## config.mk

```make
export PLATFORM = sky130hd
export DESIGN_NAME = bin2bcd_seq
export DESIGN_NICKNAME = d
export VERILOG_FILES = /design/src/rtl/bin2bcd_seq_pkg.sv /design/src/rtl/bin2bcd_seq_bcd_add3.sv /design/src/rtl/bin2bcd_seq.sv
export SDC_FILE = /design/constraint.sdc
export NUM_CORES = 1
export LEC_CHECK = 0
export ABC_CLOCK_PERIOD_IN_PS = 2050
export CAP_MARGIN = 20
export CORE_UTILIZATION = 32
export DETAILED_ROUTE_END_ITERATION = 8
export SETUP_SLACK_MARGIN = 0.02
export SLEW_MARGIN = 25
export SYNTH_ARGS = -nofsm -noshare
export SYNTH_HDL_FRONTEND = slang
export SYNTH_SLANG_ARGS = --single-unit
```

## constraint.sdc

```tcl
create_clock -name clk -period 2.05 [get_ports clk]
set_input_delay 0.5125 -clock clk [delete_from_list [all_inputs] [get_ports clk]]
set_output_delay 0.5125 -clock clk [all_outputs]
set_load 0.02 [all_outputs]
```

## src/rtl/bin2bcd_seq_pkg.sv

```systemverilog
// Shared definitions for the sequential binary-to-BCD converter.
// Holds the FSM state encoding, the default magnitude width and digit count,
// and a helper for the shift-counter width.
package bin2bcd_seq_pkg;

  localparam int W_DEF  = 9;
  localparam int ND_DEF = 3;

  typedef enum logic {
    IDLE  = 1'b0,
    SHIFT = 1'b1
  } state_t;

  // Counter must hold the value w (loaded at start), hence w+1 codes.
  function automatic int cnt_width(input int w);
    return $clog2(w + 1);
  endfunction

endpackage

```

## src/rtl/bin2bcd_seq_bcd_add3.sv

```systemverilog
// Double-dabble digit correction cell.
// Ports:
//   din  - 4-bit BCD digit before the shift
//   dout - din + 3 when din >= 5, otherwise din (4-bit, carry dropped)
module bcd_add3 (
  input  logic [3:0] din,
  output logic [3:0] dout
);

  always_comb begin
    dout = din;
    if (din >= 4'd5) dout = din + 4'd3;
  end

endmodule

```

## src/rtl/bin2bcd_seq.sv

```systemverilog
// Sequential binary-to-BCD converter (shift-and-add-3, one bit per clock).
// A conversion is started with a one-cycle start request in IDLE and framed
// by a one-cycle done pulse W cycles later.
// Ports:
//   clk   - system clock, rising edge
//   rst   - asynchronous active-high reset, clears all state and outputs
//   start - conversion request, sampled only in IDLE
//   in    - unsigned W-bit magnitude, captured on the accepting edge
//   neg   - sign of the original value, captured with in
//   busy  - high while a conversion is running
//   done  - registered one-cycle pulse when bcd/sign are updated
//   sign  - registered copy of the captured neg
//   bcd   - ND BCD digits, most significant nibble first, held between runs
module bin2bcd_seq
  import bin2bcd_seq_pkg::*;
#(
  parameter int W  = W_DEF,
  parameter int ND = ND_DEF
) (
  input  logic            clk,
  input  logic            rst,
  input  logic            start,
  input  logic [W-1:0]    in,
  input  logic            neg,
  output logic            busy,
  output logic            done,
  output logic            sign,
  output logic [4*ND-1:0] bcd
);

  localparam int RW = 4 * ND + W;
  localparam int CW = cnt_width(W);

  state_t          state, state_nxt;
  logic [RW-1:0]   sr, sr_nxt;
  logic [CW-1:0]   cnt, cnt_nxt;
  logic            neg_lat, neg_lat_nxt;
  logic            done_nxt;
  logic            sign_nxt;
  logic [4*ND-1:0] bcd_nxt;
  logic [4*ND-1:0] adj;
  logic [RW-1:0]   shifted;

  // One correction cell per digit; the digits sit above the binary part.
  for (genvar g = 0; g < ND; g++) begin : g_add3
    bcd_add3 u_add3 (
      .din  (sr[W + 4*g +: 4]),
      .dout (adj[4*g +: 4])
    );
  end

  assign shifted = {adj, sr[W-1:0]} << 1;
  assign busy    = (state == SHIFT);

  always_ff @(posedge clk or posedge rst) begin
    if (rst) begin
      state   <= IDLE;
      sr      <= '0;
      cnt     <= '0;
      neg_lat <= 1'b0;
      done    <= 1'b0;
      sign    <= 1'b0;
      bcd     <= '0;
    end else begin
      state   <= state_nxt;
      sr      <= sr_nxt;
      cnt     <= cnt_nxt;
      neg_lat <= neg_lat_nxt;
      done    <= done_nxt;
      sign    <= sign_nxt;
      bcd     <= bcd_nxt;
    end
  end

  always_comb begin
    state_nxt   = state;
    sr_nxt      = sr;
    cnt_nxt     = cnt;
    neg_lat_nxt = neg_lat;
    done_nxt    = 1'b0;
    sign_nxt    = sign;
    bcd_nxt     = bcd;
    unique case (state)
      IDLE: begin
        if (start) begin
          sr_nxt      = {{(4*ND){1'b0}}, in};
          neg_lat_nxt = neg;
          cnt_nxt     = CW'(W);
          state_nxt   = SHIFT;
        end
      end
      SHIFT: begin
        sr_nxt  = shifted;
        cnt_nxt = cnt - 1'b1;
        // Last shift: publish the freshly shifted digits on the same edge.
        if (cnt == CW'(1)) begin
          bcd_nxt   = shifted[RW-1 -: 4*ND];
          sign_nxt  = neg_lat;
          done_nxt  = 1'b1;
          state_nxt = IDLE;
        end
      end
      default: state_nxt = IDLE;
    endcase
  end

endmodule

```

==> impl_metrics.csv <==
group,metric,value,unit
power,power_density,1550,nW/um2
placement,dpl_cell_area,2340,um2
clock_tree,cts_root_buf,"clkbuf_8",
power,ir_drop,656,uV
detailed_routing,postRouteAntennaNets,0,
logic_synthesis,synth_area,1970,um2
critical_path,cp_num_buf_inv,1,
hold_path,hold_path.class,"reg -> reg",
placement,io_buffers,27,
grt,grt.overflow.total,0,
timing,hold_viol_final,0,
logic_synthesis,synth_compound_area_frac,0.113,
cells_and_area,finalNetCount,233,
logic_synthesis,synth_mux_area_frac,0.123,
flow_run,drv_cap,0,
timing,maxSlewHeadroom,0.759,
clock_tree,cts_max_path_buffers,2,
logic_synthesis,yosys.area_share.xor_xnor,0.0134,
cells_and_area,diodes,0,
logic_synthesis,synth_area_per_cell,10.9,um2
critical_path,critical-path-slowest-cell,"clkdlybuf4s50_1",
logic_synthesis,ys_types,28,
logic_synthesis,synthSimpleGateAreaFrac,0.141,
grt,antenna_found_initial,0,
timing,final.setup.tns,0,ps
grt,grt_max_degree,42,
detailed_routing,first_iter_violations,53,
floorplanning,start_util,0.332,
detailed_routing,vias_per_cell,4.64,
clock_tree,cts_sinks,41,
floorplanning,placementRows,28,
timing,period_share,0.928,
clock_tree,cts_resized,0,
placement,gp_congestion,0.710,
cells_and_area,drive_gt1_frac,0.117,
logic_synthesis,synth_cells,181,
clock_tree,holdBufCountCts,0,
critical_path,critical-path-top-delay-family,"buffers and inverters",
detailed_routing,wl_met2,1570,um
timing,maxClockFrequency,0.525,GHz
clock_tree,clkTransAtPathRegs,80,ps
floorplanning,die_w,80.4,um
grt,grt_pass1_wl,6020,um
critical_path,cp_max_fo,4,
timing,setup_viol,0,
logic_synthesis,synth_top_family_by_area,"simple AND/OR/NAND/NOR gates",
placement,hpwl,2310,um
power,power_frac_seq,0.371,
clock_tree,clkLatencyLatePin,300,ps
timing,rsz0062_at_grt,"no",
cells_and_area,final_common_cell,"dfrtp_1",
logic_synthesis,ys_seq_area_frac,0.522,
cells_and_area,fillers,576,
floorplanning,io_pins,28,
logic_synthesis,synthAdderAreaFrac,0.0509,
detailed_routing,drc,0,
clock_tree,numCtsBuffers,5,
timing,tightest_slew,361,ps
floorplanning,die_y,80.4,um
cells_and_area,design_area,2460,um2
detailed_routing,wl_met3,131,um
detailed_routing,num_vias,1335,
detailed_routing,drt-met1-wl,1650,um
power,p_comb_frac,0.450,
power,switching_share,0.367,
critical_path,critical_path_required,1540,ps
run_status,outcome,"completed",
critical_path,criticalPathCategory,"reg -> out",
critical_path,cp_slowest_stage_delay,640,ps
power,p_sw,1.40,mW
timing,clock_skew,9.56,ps
power,p_int,2.42,mW
cells_and_area,area_growth,25.3,%
critical_path,start_kind,"register",
critical_path,cp.arrival,1390,ps
grt,track_usage,0.123,
timing,fin_crit,1900,ps
logic_synthesis,ys_ff_latch,41,
clock_tree,cts_setup_buffers,0,
critical_path,end_kind,"output pin",
grt,grt_pass1_vias,1316,
logic_synthesis,synth_warnings,0,
critical_path,path_cells,"clkdlybuf4s50_1",
detailed_routing,top_layer_used,"met4",
power,pwr-share-clk,0.179,
timing,hold_ws,465,ps
floorplanning,die_area,6460,um2
detailed_routing,routed_wl,3400,um
power,p_leak,1.14,nW
timing,slew_violations,0,
clock_tree,cts_max_level,2,
floorplanning,coreArea,5920,um2
clock_tree,tritoncts,"done",
logic_synthesis,syn_nets,202,
cells_and_area,final_cell_mix,"dfrtp_1 (41), clkdlybuf4s50_1 (27), nand2_1 (24)",
detailed_routing,firstDrtPassIters,4,
detailed_routing,wl_per_cell,11.8,um
==> logic make-up (layout without fill, tap and decap cells) <==
group / count (synthesis) / in the layout
compound gates: 37 / 37
flops: 41 / 41
simple gates: 51 / 51
mux: 23 / 23
xor+xnor: 3 / 3
fa+ha+maj: 8 / 8
buf+inv: 18 / 50
==> stage by stage <==
stage	cells	setup WS [ps]	power, mW	util
5_1_grt	288	108	4.16	0.416
2_1_floorplan	181	591	2.65	-
3_3_place_gp	280	312	3.15	0.396
6_report	288	147	3.83	0.416
4_1_cts	288	131	3.89	0.416
3_5_place_dp	280	302	3.19	0.396
==> flip-flops by register name (all words and copies together), names as in the netlist <==
| signal | flops |
|---|---|
| sr | 21 |
| cnt | 4 |
| bcd | 12 |
| sign | 1 |
| busy | 1 |
| done | 1 |
| neg_lat | 1 |
==> per-layer routing <==
layer | up-vias | GRT usage
met5 | - | 0
met4 | 0 | 0.0429
met3 | 5 | 0.0341
met2 | 20 | 0.207
met1 | 633 | 0.150
li1 | 677 | -
==> synth_stat cells <==
| library cell | count | area, um2 |
|---|---|---|
| dfrtp_1 | 41 | 1030 |
| nand2_1 | 24 | 90.1 |
| o21ai_0 | 19 | 95.1 |
| mux2i_1 | 17 | 170 |
| inv_1 | 9 | 33.8 |
| nand2b_1 | 9 | 56.3 |
| ha_1 | 8 | 100 |
| a21oi_1 | 7 | 35.0 |
| nor3b_1 | 7 | 52.6 |
| buf_2 | 6 | 30.0 |
| mux2_2 | 5 | 56.3 |
| a21o_1 | 3 | 22.5 |
| a21oi_2 | 3 | 26.3 |
| nor2_1 | 3 | 11.3 |
| nor3_1 | 3 | 15.0 |
| xnor2_1 | 3 | 26.3 |
| nor2b_1 | 2 | 12.5 |
| o31ai_1 | 2 | 15.0 |
| a22o_1 | 1 | 8.76 |
| a22o_2 | 1 | 10.0 |
| buf_1 | 1 | 3.75 |
| clkbuf_1 | 1 | 3.75 |
| inv_2 | 1 | 3.75 |
| mux2_4 | 1 | 15.0 |
| nand3_1 | 1 | 5.00 |
| nand4bb_4 | 1 | 27.5 |
| o22a_1 | 1 | 8.76 |
| or3_1 | 1 | 6.26 |
==> worst paths after layout <==
path | from | endpoint | slack [ps] | depth (start not counted)
setup / recovery | busy | busy | 150 | 1
hold / removal | neg_lat | sign | 470 | 2
setup reg to reg | cnt[1] | bcd[6] | 390 | 5
hold reg to reg | neg_lat | sign | 470 | 2
max in group asynchronous | rst | cnt[0] | 1270 | 3
min in group asynchronous | rst | done | 560 | 3
==> area by class of cell <==
type | count | area, um2 | area share
inverter | 10 | 37.5 | 0.0152
multi-input combinational | 122 | 866 | 0.351
tap | 75 | 93.8 | 0.0381
timing repair buffer | 32 | 320 | 0.130
clock inverter | 2 | 37.5 | 0.0152
sequential | 41 | 1030 | 0.416
clock buffer | 6 | 82.6 | 0.0335
==> power groups by stage <==
stage / clock (mW) / combinational [mW] / sequential (mW)
final: 0.684 / 1.72 / 1.42
after global routing: 0.737 / 1.94 / 1.48
after CTS: 0.709 / 1.76 / 1.43
after detailed placement: 0 / 1.75 / 1.44
after global placement: 0 / 1.72 / 1.43
after floorplan: 0 / 1.12 / 1.53
Note: power is estimated with default switching activity, not from simulation.
